<file path="src/rtl/kgp_risc_pkg.sv">
// Shared encodings for the KGP-RISC control path: opcode classes, ALU controls,
// branch fCodes, datapath mux selects and the main FSM state set.
package kgp_risc_pkg;

    localparam logic [4:0] RA_IDX = 5'd31;

    localparam logic [5:0] OP_RTYPE = 6'd0;
    localparam logic [5:0] OP_IMM   = 6'd1;
    localparam logic [5:0] OP_SHIFT = 6'd2;
    localparam logic [5:0] OP_LW    = 6'd3;
    localparam logic [5:0] OP_SW    = 6'd4;
    localparam logic [5:0] OP_BR    = 6'd5;
    localparam logic [5:0] OP_FBR   = 6'd6;
    localparam logic [5:0] OP_HALT  = 6'd7;

    localparam logic [2:0] ALU_MEM   = 3'b000;
    localparam logic [2:0] ALU_RTYPE = 3'b001;
    localparam logic [2:0] ALU_IMM   = 3'b010;
    localparam logic [2:0] ALU_SHIFT = 3'b011;
    localparam logic [2:0] ALU_BR    = 3'b100;
    localparam logic [2:0] ALU_FBR   = 3'b101;

    localparam logic [3:0] FC_B    = 4'b0000;
    localparam logic [3:0] FC_BLTZ = 4'b0001;
    localparam logic [3:0] FC_BZ   = 4'b0010;
    localparam logic [3:0] FC_BNZ  = 4'b0011;
    localparam logic [3:0] FC_BL   = 4'b0100;
    localparam logic [3:0] FC_BCY  = 4'b0101;
    localparam logic [3:0] FC_BNCY = 4'b0110;

    localparam logic [1:0] PC_SRC_INC = 2'b00;
    localparam logic [1:0] PC_SRC_REL = 2'b01;
    localparam logic [1:0] PC_SRC_REG = 2'b10;

    localparam logic [1:0] WB_SRC_ALU  = 2'b00;
    localparam logic [1:0] WB_SRC_MEM  = 2'b01;
    localparam logic [1:0] WB_SRC_LINK = 2'b10;

    typedef enum logic [2:0] {
        ST_FETCH, ST_DECODE, ST_EXECUTE, ST_MEM, ST_WB, ST_HALT, ST_ERROR
    } state_e;

    function automatic logic [2:0] class_aluop(input logic [5:0] op);
        case (op)
            OP_RTYPE: return ALU_RTYPE;
            OP_IMM:   return ALU_IMM;
            OP_SHIFT: return ALU_SHIFT;
            OP_BR:    return ALU_BR;
            OP_FBR:   return ALU_FBR;
            default:  return ALU_MEM;
        endcase
    endfunction

endpackage

</file>
<file path="src/rtl/branch_cond_eval.sv">
// Flag-branch condition evaluator: decides taken/illegal from fCode and the
// ALU flags left behind by the previous instruction.
module branch_cond_eval
    import kgp_risc_pkg::*;
(
    input  logic [3:0] fcode,
    input  logic       flag_zero,
    input  logic       flag_sign,
    input  logic       flag_carry,
    output logic       taken,
    output logic       illegal
);

    always_comb begin
        taken   = 1'b0;
        illegal = 1'b0;
        case (fcode)
            FC_B, FC_BL: taken = 1'b1;
            FC_BLTZ:     taken = flag_sign;
            FC_BZ:       taken = flag_zero;
            FC_BNZ:      taken = !flag_zero;
            FC_BCY:      taken = flag_carry;
            FC_BNCY:     taken = !flag_carry;
            default:     illegal = 1'b1;
        endcase
    end

endmodule

</file>
<file path="src/rtl/multicycle_ctrl_fsm.sv">
// KGP-RISC multi-cycle main control: FETCH/DECODE/EXECUTE/MEM/WB sequencing,
// memory req/ack handshake with timeout, branch resolution and write enables.
module multicycle_ctrl_fsm
    import kgp_risc_pkg::*;
#(
    parameter int FETCH_TIMEOUT = 16
) (
    input  logic       clk,
    input  logic       rst,
    input  logic [5:0] opcode,
    input  logic [3:0] fcode_in,
    input  logic       flag_zero,
    input  logic       flag_sign,
    input  logic       flag_carry,
    input  logic       mem_ack,
    output logic       imem_req,
    output logic       dmem_req,
    output logic       dmem_we,
    output logic       ir_write,
    output logic       pc_write,
    output logic [1:0] pc_src,
    output logic [2:0] ALUOp,
    output logic [3:0] fCode,
    output logic       reg_write,
    output logic [1:0] wb_src,
    output logic       wb_dst_ra,
    output logic       halted,
    output logic       err
);

    localparam int TW = $clog2(FETCH_TIMEOUT + 1);

    state_e        state_q, state_d;
    logic [5:0]    op_q, op_d;
    logic [3:0]    fc_q, fc_d;
    logic [TW-1:0] tmo_q, tmo_d;

    logic       imem_req_q, imem_req_d;
    logic       dmem_req_q, dmem_req_d;
    logic       dmem_we_q, dmem_we_d;
    logic       pc_write_q, pc_write_d;
    logic [1:0] pc_src_q, pc_src_d;
    logic [2:0] alu_op_q, alu_op_d;
    logic [3:0] fcode_q, fcode_d;
    logic       reg_write_q, reg_write_d;
    logic [1:0] wb_src_q, wb_src_d;
    logic       wb_dst_ra_q, wb_dst_ra_d;
    logic       halted_q, halted_d;
    logic       err_q, err_d;

    logic br_taken, br_illegal;
    logic fetch_ack, mem_done, tmo_last;

    branch_cond_eval u_bce (
        .fcode      (fcode_in),
        .flag_zero  (flag_zero),
        .flag_sign  (flag_sign),
        .flag_carry (flag_carry),
        .taken      (br_taken),
        .illegal    (br_illegal)
    );

    // Acks only count while our own request flop is up, so a stale ack that
    // straddles a reset cannot complete a fetch the FSM never issued.
    assign fetch_ack = (state_q == ST_FETCH) && imem_req_q && mem_ack;
    assign mem_done  = (state_q == ST_MEM) && dmem_req_q && mem_ack;
    assign tmo_last  = (tmo_q == TW'(FETCH_TIMEOUT - 1));

    always_comb begin
        state_d     = state_q;
        op_d        = op_q;
        fc_d        = fc_q;
        pc_write_d  = 1'b0;
        pc_src_d    = PC_SRC_INC;
        alu_op_d    = ALU_MEM;
        fcode_d     = '0;
        reg_write_d = 1'b0;
        wb_src_d    = WB_SRC_ALU;
        wb_dst_ra_d = 1'b0;

        case (state_q)
            ST_FETCH: begin
                if (fetch_ack)     state_d = ST_DECODE;
                else if (tmo_last) state_d = ST_ERROR;
            end
            ST_DECODE: begin
                op_d = opcode;
                fc_d = fcode_in;
                if (opcode == OP_HALT) begin
                    state_d = ST_HALT;
                end else if (opcode > OP_HALT || (opcode == OP_FBR && br_illegal)) begin
                    state_d = ST_ERROR;
                end else begin
                    // EXECUTE strobes are decided here; flags are stable since the
                    // previous instruction's EXECUTE edge.
                    state_d  = ST_EXECUTE;
                    alu_op_d = class_aluop(opcode);
                    fcode_d  = fcode_in;
                    if (opcode == OP_BR) begin
                        pc_write_d = 1'b1;
                        pc_src_d   = PC_SRC_REG;
                    end
                    if (opcode == OP_FBR && br_taken) begin
                        pc_write_d = 1'b1;
                        pc_src_d   = PC_SRC_REL;
                    end
                    if (opcode == OP_FBR && fcode_in == FC_BL) begin
                        reg_write_d = 1'b1;
                        wb_src_d    = WB_SRC_LINK;
                        wb_dst_ra_d = 1'b1;
                    end
                end
            end
            ST_EXECUTE: begin
                case (op_q)
                    OP_LW, OP_SW:  state_d = ST_MEM;
                    OP_BR, OP_FBR: state_d = ST_FETCH;
                    default:       state_d = ST_WB;
                endcase
            end
            ST_MEM: begin
                if (mem_done)      state_d = (op_q == OP_LW) ? ST_WB : ST_FETCH;
                else if (tmo_last) state_d = ST_ERROR;
            end
            ST_WB:   state_d = ST_FETCH;
            default: state_d = state_q;
        endcase

        if (state_d == ST_WB) begin
            reg_write_d = 1'b1;
            wb_src_d    = (op_d == OP_LW) ? WB_SRC_MEM : WB_SRC_ALU;
        end
        imem_req_d = (state_d == ST_FETCH);
        dmem_req_d = (state_d == ST_MEM);
        dmem_we_d  = (state_d == ST_MEM) && (op_d == OP_SW);
        halted_d   = (state_d == ST_HALT);
        err_d      = (state_d == ST_ERROR);

        if (state_d != state_q)                 tmo_d = '0;
        else if (tmo_q != TW'(FETCH_TIMEOUT))   tmo_d = tmo_q + 1'b1;
        else                                    tmo_d = tmo_q;
    end

    always_ff @(posedge clk or negedge rst) begin
        if (!rst) begin
            state_q     <= ST_FETCH;
            op_q        <= '0;
            fc_q        <= '0;
            tmo_q       <= '0;
            imem_req_q  <= 1'b0;
            dmem_req_q  <= 1'b0;
            dmem_we_q   <= 1'b0;
            pc_write_q  <= 1'b0;
            pc_src_q    <= '0;
            alu_op_q    <= '0;
            fcode_q     <= '0;
            reg_write_q <= 1'b0;
            wb_src_q    <= '0;
            wb_dst_ra_q <= 1'b0;
            halted_q    <= 1'b0;
            err_q       <= 1'b0;
        end else begin
            state_q     <= state_d;
            op_q        <= op_d;
            fc_q        <= fc_d;
            tmo_q       <= tmo_d;
            imem_req_q  <= imem_req_d;
            dmem_req_q  <= dmem_req_d;
            dmem_we_q   <= dmem_we_d;
            pc_write_q  <= pc_write_d;
            pc_src_q    <= pc_src_d;
            alu_op_q    <= alu_op_d;
            fcode_q     <= fcode_d;
            reg_write_q <= reg_write_d;
            wb_src_q    <= wb_src_d;
            wb_dst_ra_q <= wb_dst_ra_d;
            halted_q    <= halted_d;
            err_q       <= err_d;
        end
    end

    // IR/PC must capture on the ack edge itself so DECODE already sees the new word.
    assign ir_write  = fetch_ack;
    assign pc_write  = pc_write_q | fetch_ack;
    assign imem_req  = imem_req_q;
    assign dmem_req  = dmem_req_q;
    assign dmem_we   = dmem_we_q;
    assign pc_src    = pc_src_q;
    assign ALUOp     = alu_op_q;
    assign fCode     = fcode_q;
    assign reg_write = reg_write_q;
    assign wb_src    = wb_src_q;
    assign wb_dst_ra = wb_dst_ra_q;
    assign halted    = halted_q;
    assign err       = err_q;

endmodule

</file>
<file path="config.mk">
export PLATFORM = sky130hd
export DESIGN_NAME = multicycle_ctrl_fsm
export DESIGN_NICKNAME = d
export VERILOG_FILES = /design/src/rtl/kgp_risc_pkg.sv /design/src/rtl/branch_cond_eval.sv /design/src/rtl/multicycle_ctrl_fsm.sv
export SDC_FILE = /design/constraint.sdc
export NUM_CORES = 1
export LEC_CHECK = 0
export BUFFER_PORTS_ARGS = -buffer_cell sky130_fd_sc_hd__buf_4
export CORE_MARGIN = 10
export CORE_UTILIZATION = 30
export CTS_CLUSTER_DIAMETER = 150
export DETAILED_ROUTE_END_ITERATION = 10
export SLEW_MARGIN = 5
export SYNTH_ARGS = -nofsm -noshare
export SYNTH_HDL_FRONTEND = slang
export SYNTH_SLANG_ARGS = --single-unit
</file>
<file path="constraint.sdc">
create_clock -name clk -period 5.4 [get_ports clk]
set_input_delay 1.08 -clock clk [delete_from_list [all_inputs] [get_ports clk]]
set_output_delay 1.08 -clock clk [all_outputs]
set_load 0.05 [all_outputs]
</file>
* After elaboration in Yosys (flattened, before gate mapping)
Cells that the tools add are included.
** Operators by class
- $add $sub $neg :: 1
- $mul :: 0
- Div/mod/pow operators :: 0
- Magnitude comparators :: 1
- Equality and inequality tests :: 28
- Shifts and indexed selects :: 0
- Multiplexer cells :: 41
- Bitwise operators :: 1
- Reductions and logical operators :: 20
** Operator list (number)
- equality test 6 x 3 -> 1 bit, second input constant :: 7
- one-hot mux 3 bit (5 select lines) :: 2
- two-way mux 3 bit :: 9
- two-way mux 2 bit :: 10
- equality test 6 x 2 -> 1 bit, second input constant :: 3
- equality test 3 bit, second input constant :: 4
- equality test 4 x 3 -> 1 bit, second input constant :: 3
- two-way mux 1 bit :: 12
- two-way mux 4 bit :: 3
- two-way mux 5 bit :: 2
- equality test 3 x 2 -> 1 bit, second input constant :: 3
- equality test 4 x 2 -> 1 bit, second input constant :: 2
- logical AND 1 bit :: 8
- OR reduction 7 bit :: 1
- equality test 6 x 1 -> 1 bit, second input constant :: 1
- > comparator 6 x 3 -> 1 bit, second input constant :: 1
- zero test 3 bit :: 2
- zero test 6 bit :: 1
- two-way mux 6 bit :: 1
- one-hot mux 1 bit (6 select lines) :: 1
- one-hot mux 3 bit (2 select lines) :: 1
- OR reduction 2 bit :: 3
- adder 5 x 1 -> 5 bit, second input constant :: 1
- equality test 5 x 4 -> 1 bit, second input constant :: 1
- other kinds (9) :: 10
** Word-level totals
- Flip-flop bits (word level) :: 33
- Bits in latches :: 0
- Memory bits (writable) :: 0
- Memory bits (read-only) :: 0
- Input bits :: 16
- Word-level logic and storage cells :: 107
- Memories :: 0

* Logic depth before layout (Yosys ltp)
Gate-level depths: netlist (run 1).
- Word-level depth :: 10
- Depth in mapped cells :: 8
- Depth with buffers taken out :: 8

* Hierarchy
Synthesis (run 1) repeated with hierarchy kept, for this count alone.
** Unflattened totals
- Cell total of the unflattened synthesis :: 148
- Area, all modules :: 1695.4 um2
** By module, submodules not included
- multicycle_ctrl_fsm :: instances 1, cells an instance 140, area an instance 1641.6 um2, sequential area each 825.8 um2
- branch_cond_eval :: instances 1, cells an instance 8, area an instance 53.8 um2, sequential area each 0.0 um2

* Worst setup path before layout (run 1)
No wires, ideal clock.
- Path type :: input -> output
- Start :: input mem_ack
- End :: output pc_write
- Data arrival time :: 2.265 ns
- Setup slack :: 2.055 ns
- Stages :: 3
- Path through :: nand2_1 nor3_2 or2_2
** On the way
- Longest elaborated chain between the ends :: 2
** RTL lines
- start: declaration :: RTL line multicycle_ctrl_fsm.sv:15 : input logic mem_ack,
- logical AND 1 bit :: RTL line multicycle_ctrl_fsm.sv:65 : assign fetch_ack = (state_q == ST_FETCH) && imem_req_q && mem_ack;
- named net ir_write :: RTL line multicycle_ctrl_fsm.sv:19 : output logic ir_write,
- bitwise OR 1 bit :: RTL line multicycle_ctrl_fsm.sv:184 : assign pc_write = pc_write_q | fetch_ack;
- end: declaration :: RTL line multicycle_ctrl_fsm.sv:20 : output logic pc_write,
The timed path passes the listed nets, and every way through them passes these cells.

* Worst setup path in the final report (run 1)
- Start :: input mem_ack
- End :: output pc_write
** On the way
- Longest elaborated chain between the ends :: 2
** RTL lines (RTL line)
- logical AND 1 bit :: multicycle_ctrl_fsm.sv:65
- bitwise OR 1 bit :: multicycle_ctrl_fsm.sv:184
No other way between the ends.

==> results of run 1 <==
[power by group through the flow]
| stage | combinational [mW] | clock [mW] | sequential [mW] |
|---|---|---|---|
| 2_1_floorplan | 0.00710 | 0 | 0.252 |
| 5_1_grt | 0.0286 | 0.225 | 0.247 |
| 6_report | 0.0251 | 0.202 | 0.247 |
| 3_5_place_dp | 0.0258 | 0 | 0.252 |
| 4_1_cts | 0.0259 | 0.208 | 0.247 |
| 3_3_place_gp | 0.0256 | 0 | 0.252 |
[sequential cells by signal (all words and copies together) (netlist names)]
register and count:
op_q 6, tmo_q 5, fCode 4, ALUOp 3, state_q 3, pc_src 2
wb_src 2, dmem_req 1, dmem_we 1, err 1, halted 1, imem_req 1
pc_write_q 1, reg_write 1, wb_dst_ra 1
[cell type report]
class                      count  share of cell area, %
inverter                       7                   1.24
clock buffer                   7                   4.55
multi-input combinational    111                   38.3
timing repair buffer          35                   12.4
sequential                    33                   39.0
tap                           72                   4.26
clock inverter                 1                  0.236
[metrics by stage]
step / utilization, % / setup WS, ps / std cells
after floorplan: - / 2050 / 156
after global placement: 36.8 / 2480 / 258
after detailed placement: 36.8 / 2460 / 258
after CTS: 38.7 / 2460 / 266
after global routing: 38.7 / 2380 / 266
final: 38.7 / 2450 / 266
[worst paths after layout]
check	end	slack [ps]	depth (start not counted)	startpoint
min in group asynchronous	pc_src[0]	740	1	rst
min reg2reg	op_q[5]	530	1	op_q[5]
max in group asynchronous	op_q[0]	4370	1	rst
max reg2reg	tmo_q[2]	2910	5	state_q[0]
min	op_q[5]	530	1	op_q[5]
max	pc_write	2450	5	mem_ack
[Yosys cell counts, drive strengths merged (4+ instances only)]
cell type,n
dfrtp,33
and3,6
or2,4
inv,7
nor3,9
o21ai,5
nand2,12
and2,5
nor2,11
a21oi,4
nand2b,6
buf,4
mux2,7
[critical path, cell delays in order]
cell	delay, ps
buf_4	90
nand2_1	60
nor3_2	280
or2_2	170
buf_4	180
[metal layers]
layer / GRT usage (%) / up-vias / wire, um
met5: 0 / - / 0
met4: 2.99 / 0 / 23
met3: 4.20 / 2 / 299
met2: 13.2 / 31 / 1620
met1: 11.3 / 592 / 1710
li1: - / 626 / -
[logic make-up (layout without fill, tap and decap cells)]
logic type | count (synthesis) | in the layout | synth area share (%)
XOR/XNOR | 4 | 4 | 2.08
AND/OR/NAND/NOR | 72 | 72 | 25.5
adder cells (fa/ha/maj) | 3 | 3 | 2.23
flip-flops | 33 | 33 | 49.0
buffers and inverters | 12 | 50 | 2.97
multiplexers | 8 | 8 | 5.27
AO/OA/AOI/OAI | 24 | 24 | 13.0
==> metrics, run 1 <==
Setup violations, final=0; Mapped Avg Cell Area=10.8 um^2; Root Driver=clkbuf_8; Post-synth EDFFs=0; Worst setup SP type=primary input; outcome=finished, final reports clean; Netlist cell types=47; register area=826 um^2; final WL=3660 um; ratio of cells with drive above 1 in the final layout=35.6%; most common cell after layout, fill and taps aside=buf_4; clock latency on the worst-skew pair=280 ps; Vias=1,251; DP HPWL=2800 um; sequential power share=52.2%; Synth Flop Type=dfrtp_1; I/O Buffers=35; share of the synthesized area in the top cell type=49.0%; Mapped Nets=175; slew margin rel.=42.9%; largest net degree at the start of global routing=34; Synth Instances=156; Async SR Flop Fraction=100%; top post-synthesis cells by area=dfrtp_1, mux2_2, o311ai_4, nand2_1, nor2_1; Internal=0.373 mW; Nets=212; GR Overflow Total=0; Power Density=224 mW/mm^2; most frequent cells in the layout=buf_4, dfrtp_1, nand2_1, nor2_1; post_cts resized=0; fin crit share=54.6%; MaxCap Viol Count=0; I/O pin cnt=36; antenna cell count=0; die width=95.0 um; RSZ-0062 raised after global routing=false; Core Rows=27; worst min-delay path class=reg2reg; area of the multi-input gates=811 um^2; sequential area share after synthesis=49.0%; Max Freq=0.339 GHz; setup TNS=0 ps; Lkg Pwr=1.03 nW; Sw Ratio=21.3%; first-pass GRT wire length=6350 um; Comb pwr share=5.3%; Final Max Slew Viols=0; hold bufs inserted after CTS=0; height of the die=95.0 um; Synth Register Bits=33; gr usage total=8.98%; initial antenna violation count=0; clock share of power=42.5%; First-pass DRT Iterations=4; Syn Std Cell Area=0.00169 mm^2; CTS Buf Count=5; Placed Instance Area=0.00202 mm^2; final instance area=0.00212 mm^2; Antenna Nets Post-Route=0; Worst-Margin Slew=853 ps; Final Hold Slack=526 ps; Critical Path RT=4320 ps; drt drc=0; H-tree levels=2; setup bufs post-CTS=0; Initial Utilization=30.8%; Ys Warns=0; Core Region=0.00547 mm^2; Worst Skew=4.68 ps; die area=0.00902 mm^2; vias per cell=4.70; Max clock buf depth=2; peak supply drop=0.130 mV; CTS tree=built; worst-path fanout max=4; cell taking the most area after synthesis=dfrtp_1; Tot Pwr=0.474 mW; gpl congestion=0.788; wire length per cell=13.8 um; Worst Path Arrival=1870 ps; switching pwr=0.101 mW; CP endpoint kind=primary output; Hold Fails Final Rpt=0; Setup Crit Path Kind=in2out; CTS sink cnt=33; fill count=584; vias in the first global route=1,281; Clock transition at path regs=60 ps; Final min period=2950 ps; synthesis-to-finish area growth=25.5%; drt first-iter violations=73
Note: power is estimated with default switching activity, not from simulation.
==> inputs of run 2 (changes only) <==
clock period = 2.7 ns   (was 5.4 ns; I/O delays follow)
==> metrics, run 2 (synthesized netlist as in run 1, its figures left out) <==
switching pwr=0.207 mW (was 0.101 mW); GR Overflow Total=0 (unchanged); CTS Buf Count=5 (unchanged); Root Driver=clkbuf_8 (unchanged); vias per cell=4.79 (was 4.70); CTS tree=built (unchanged); synthesis-to-finish area growth=24.9% (was 25.5%); Setup Crit Path Kind=reg2out (was in2out); Initial Utilization=30.8% (unchanged); initial antenna violation count=0 (unchanged); setup TNS=0 ps (unchanged); drt first-iter violations=64 (was 73); fin crit share=87.8%; routed wl met2=1700 um (was 1620 um); Sw Ratio=22.9% (was 21.3%); clock latency on the worst-skew pair=280 ps (about the same); DP HPWL=2860 um (was 2800 um); Power Density=428 mW/mm^2 (was 224 mW/mm^2); Nets=213 (was 212); Setup violations, final=0 (unchanged); gr usage total=9.14% (was 8.98%); H-tree levels=2 (unchanged); Clock transition at path regs=70 ps (was 60 ps); Final Max Slew Viols=0 (unchanged); wire length per cell=14.2 um (was 13.8 um); Critical Path RT=2160 ps (was 4320 ps); sequential power share=54.8% (was 52.2%); Comb pwr share=5.7% (was 5.3%); Final min period=2370 ps; Core Rows=27 (unchanged); post_cts resized=0 (unchanged); worst min-delay path class=in2async (was reg2reg); CP endpoint kind=primary output (unchanged); Worst Path Arrival=1830 ps (was 1870 ps); vias in the first global route=1,317 (was 1,281); largest reg by FF count=op_q (unchanged); drt drc=0 (unchanged); Worst Skew=5.23 ps (was 4.68 ps); worst-path fanout max=11 (was 4); fill count=563 (was 584); Worst setup SP type=flip-flop (was primary input); Internal=0.695 mW (was 0.373 mW); RSZ-0062 raised after global routing=false (unchanged); ratio of cells with drive above 1 in the final layout=35.4% (was 35.6%); most frequent cells in the layout=buf_4, dfrtp_1, nand2_1, nor2_1 (unchanged); final WL=3800 um (was 3660 um); die area=0.00902 mm^2 (unchanged); setup bufs post-CTS=0 (unchanged); met3 WL=331 um (was 299 um); gpl congestion=0.781 (was 0.788); I/O Buffers=35 (unchanged); MaxCap Viol Count=0 (unchanged); Core Region=0.00547 mm^2 (unchanged); Final Hold Slack=188 ps (was 526 ps); Hold Fails Final Rpt=0 (unchanged); peak supply drop=0.257 mV (was 0.130 mV); Antenna Nets Post-Route=0 (unchanged); Tot Pwr=0.901 mW (was 0.474 mW); Vias=1,278 (was 1,251); hold bufs inserted after CTS=0 (unchanged); clock share of power=39.5% (was 42.5%); first-pass GRT wire length=6480 um (was 6350 um); Lkg Pwr=1.03 nW (about the same); M1 WL=1730 um (was 1710 um); height of the die=95.0 um (unchanged); Max clock buf depth=2 (unchanged); antenna cell count=0 (unchanged); largest net degree at the start of global routing=34 (unchanged); Worst-Margin Slew=565 ps (was 853 ps); die width=95.0 um (unchanged); Max Freq=0.422 GHz; Top Metal Used=met4 (unchanged); I/O pin cnt=36 (unchanged); CTS sink cnt=33 (unchanged); First-pass DRT Iterations=4 (unchanged); max FFs per register=6 (unchanged); outcome=finished, final reports clean (unchanged); slew margin rel.=62.0% (was 42.9%); most common cell after layout, fill and taps aside=buf_4 (unchanged)
## run 2: changes by cell type in the layout (fill, tap and decap cells not counted)
cell | before | now
clkbuf_1 | 0 | 1
buf_4 | 35 | 36
clkbuf_8 | 7 | 5
clkinv_2 | 1 | 2
## run 2: worst paths after layout
path / slack (ps) / start / depth (start not counted) / end
setup / recovery: 330 / state_q[1] / 4 / pc_write
hold / removal: 190 / rst / 1 / fCode[0]
setup reg to reg: 610 / tmo_q[1] / 8 / halted
hold reg to reg: 550 / op_q[5] / 1 / op_q[5]
max in group asynchronous: 2210 / rst / 1 / dmem_we
min in group clk: 460 / opcode[2] / 2 / ALUOp[1]
## run 2: worst max-delay path, stage by stage (launching register included)
cell	delay (ps)
dfrtp_1	520
or2_2	410
nor3_2	270
or2_2	170
buf_4	180
## run 2: per-stage QoR
stage	instances	utilization, %	instance area, um^2	setup slack [ps]
detailed placement	259	37.0	2020	590
global route	267	38.5	2110	231
CTS	267	38.5	2110	301
global placement	259	37.0	2020	592
floorplan	156	-	1690	235
finish	267	38.5	2110	329
## run 2: power groups by stage
stage,Combinational (mW),Clock (mW),Sequential (mW)
final,0.0514,0.356,0.494
after floorplan,0.0142,0,0.504
after global routing,0.0575,0.395,0.494
after detailed placement,0.0520,0,0.504
after global placement,0.0521,0,0.504
after CTS,0.0522,0.373,0.494
## run 2: layout make-up
type	instances	area, um^2	share of cell area, %
multi-input cells	111	811	38.5
inverters	7	26.3	1.25
clock buffers	6	72.6	3.45
repair buffers	36	270	12.8
clock inverters	2	10.0	0.475
well taps	72	90.1	4.28
flip-flops and latches	33	826	39.2
## run 2: per-layer routing
layer | vias up | global-route usage [%]
li1 | 627 | -
met1 | 608 | 11.5
met2 | 38 | 13.6
met3 | 5 | 3.81
met4 | 0 | 3.74
met5 | - | 0
==> inputs of run 3 (changes only) <==
ABC_AREA = 1   (was not set)
==> metrics, run 3 <==
largest net degree at the start of global routing=34 (unchanged); Synth Register Bits=33 (unchanged); fin crit share=77.2% (was 87.8%); GR Overflow Total=0 (unchanged); Setup Crit Path Kind=reg2out (unchanged); Post-synth EDFFs=0 (unchanged); final cell count without fillers=345 (was 267); sequential area share after synthesis=44.6% (was 49.0%); CP endpoint kind=primary output (unchanged); share of the synthesized area in the top cell type=44.6% (was 49.0%); Setup violations, final=0 (unchanged); Async SR Flop Fraction=100% (unchanged); Core Region=0.00596 mm^2 (was 0.00547 mm^2); Clock transition at path regs=70 ps (about the same); fill count=633 (was 563); setup TNS=0 ps (unchanged); setup bufs post-CTS=0 (unchanged); Antenna Nets Post-Route=0 (unchanged); clock share of power=46.8% (was 39.5%); Final Max Slew Viols=0 (unchanged); reg2reg end=tmo_q[0] (was halted); Netlist cell types=29 (was 47); initial antenna violation count=0 (unchanged); CTS Buf Count=5 (unchanged); Root Driver=clkbuf_8 (unchanged); top-count cell post-synth=nand2_1 (was dfrtp_1); Max Freq=0.480 GHz (was 0.422 GHz); clock latency on the worst-skew pair=290 ps (was 280 ps); post_cts resized=0 (unchanged); Sw Ratio=20.7% (was 22.9%); CTS sink cnt=33 (unchanged); first-pass GRT wire length=7120 um (was 6480 um); worst-path fanout max=7 (was 11); Critical Path RT=2160 ps (about the same); Vias=1,504 (was 1,278); ratio of cells with drive above 1 in the final layout=33.7% (was 35.4%); Worst Skew=3.56 ps (was 5.23 ps); gpl congestion=0.742 (was 0.781); hold bufs inserted after CTS=0 (unchanged); largest reg by FF count=op_q (unchanged); die width=98.6 um (was 95.0 um); top post-synthesis cells by area=dfrtp_1, nand2_1, inv_1, nor2_1, nand2_2 (was dfrtp_1, mux2_2, o311ai_4, nand2_1, nor2_1); Initial Utilization=31.1% (was 30.8%); First-pass DRT Iterations=4 (unchanged); RSZ-0062 raised after global routing=false (unchanged); final instance area=0.00230 mm^2 (was 0.00211 mm^2); die area=0.00972 mm^2 (was 0.00902 mm^2); Placed Instance Area=0.00219 mm^2 (was 0.00202 mm^2); Synth Flop Type=dfrtp_1 (unchanged); final WL=3930 um (was 3800 um); R2R setup slack=870 ps (was 610 ps); Worst setup SP type=flip-flop (unchanged); most frequent cells in the layout=nand2_1, buf_4, dfrtp_1, inv_1, nor2_1 (was buf_4, dfrtp_1, nand2_1, nor2_1); Max clock buf depth=2 (unchanged); Ys Warns=0 (unchanged); peak supply drop=0.210 mV (was 0.257 mV); area of the multi-input gates=857 um^2 (was 811 um^2); Worst Path Arrival=1550 ps (was 1830 ps); gr usage total=8.82% (was 9.14%); Internal=0.816 mW (was 0.695 mW); outcome=finished, final reports clean (unchanged); Hold Fails Final Rpt=0 (unchanged); Mapped Nets=248 (was 175); Final min period=2090 ps (was 2370 ps); drt first-iter violations=51 (was 64); Mapped Avg Cell Area=8.09 um^2 (was 10.8 um^2); register area=826 um^2 (unchanged); Worst-Margin Slew=557 ps (was 565 ps); cell taking the most area after synthesis=dfrtp_1 (unchanged); DP Cell Count=337 (was 259); vias in the first global route=1,562 (was 1,317); reg-to-reg startpoint=tmo_q[0] (was tmo_q[1]); MaxCap Viol Count=0 (unchanged); drt drc=0 (unchanged); commonest cells in the netlist=nand2_1, dfrtp_1, inv_1, nor2_1, nand3_1 (was dfrtp_1, nand2_1, nor2_1, mux2_2, nor3_1); H-tree levels=2 (unchanged); switching pwr=0.213 mW (was 0.207 mW); antenna cell count=0 (unchanged); Nets=288 (was 213); Reg2Reg Depth=13 (was 8); DP HPWL=3150 um (was 2860 um); Comb pwr share=5.1% (was 5.7%); Lkg Pwr=1.18 nW (was 1.03 nW); Core Rows=28 (was 27); Synth Instances=229 (was 156); I/O pin cnt=36 (unchanged); Tot Pwr=1.03 mW (was 0.901 mW); CTS tree=built (unchanged); sequential power share=48.0% (was 54.8%); Syn Std Cell Area=0.00185 mm^2 (was 0.00169 mm^2); synthesis-to-finish area growth=24.3% (was 24.9%); wire length per cell=11.4 um (was 14.2 um); height of the die=98.6 um (was 95.0 um); most common cell after layout, fill and taps aside=nand2_1 (was buf_4); slew margin rel.=62.6% (was 62.0%); I/O Buffers=35 (unchanged); worst min-delay path class=in2async (unchanged); vias per cell=4.36 (was 4.79); Power Density=447 mW/mm^2 (was 428 mW/mm^2); max FFs per register=6 (unchanged)
-- run 3: cell count changes after synthesis, moves of 5 or more --
cell	change
nand3_1	+12
nand2_1	+36
inv_2	+7
mux2_2	-7
nand2_2	+12
nand2b_1	-6
nor2_1	+18
and3_1	-5
o21ai_2	+5
and2_1	-5
inv_1	+23
nor2_2	+10
-- run 3: layout make-up --
cell class	count	share of cell area (%)
clock buffer	7	3.75
clock inverter	1	1.30
inverter	39	6.36
multi-input combinational	155	37.2
sequential	33	35.9
tap	75	4.08
timing repair buffer	35	11.4
-- run 3: routing by layer --
layer | global-route usage [%] | part of all wire [%]
met4 | 1.98 | 0.51
met3 | 4.47 | 8.2
met5 | 0 | 0
met1 | 10.1 | 45
met2 | 14.3 | 46
-- run 3: how the worst max path moves through the flow --
stage,depth (start not counted),to,from
after global placement,5,pc_write,mem_ack
after floorplan,3,pc_write,imem_req
after CTS,5,pc_write,state_q[2]
after global routing,5,pc_write,state_q[0]
after detailed placement,5,pc_write,mem_ack
final,5,pc_write,state_q[2]
-- run 3: power groups by stage --
stage	Combinational [mW]	Sequential, mW	Clock (mW)
floorplan	0.0187	0.504	0
global placement	0.0540	0.504	0
detailed placement	0.0547	0.504	0
CTS	0.0547	0.494	0.496
global route	0.0618	0.494	0.521
finish	0.0529	0.494	0.482
-- run 3: logic make-up (layout without fill, tap and decap cells) --
group / Yosys count / after routing / share of synthesized area, %
simple gates: 135 / 135 / 37.5
buf+inv: 41 / 82 / 9.12
flops: 33 / 33 / 44.6
compound gates: 15 / 15 / 5.81
fa+ha+maj: 3 / 3 / 2.03
xor+xnor: 2 / 2 / 0.946
-- run 3: stage by stage --
step | hold WS, ps | setup slack, ps | util (%)
global route | 215 | 486 | 38.7
CTS | 204 | 597 | 38.7
finish | 186 | 615 | 38.7
detailed placement | 519 | 853 | 36.7
floorplan | 244 | 492 | -
global placement | 513 | 858 | 36.7
-- run 3: critical path, cell delays in order (launching register included) --
cell and delay, ps:
dfrtp_1 500, inv_2 130, nand2_2 100, nor2_2 60, or2_2 270, buf_4 190
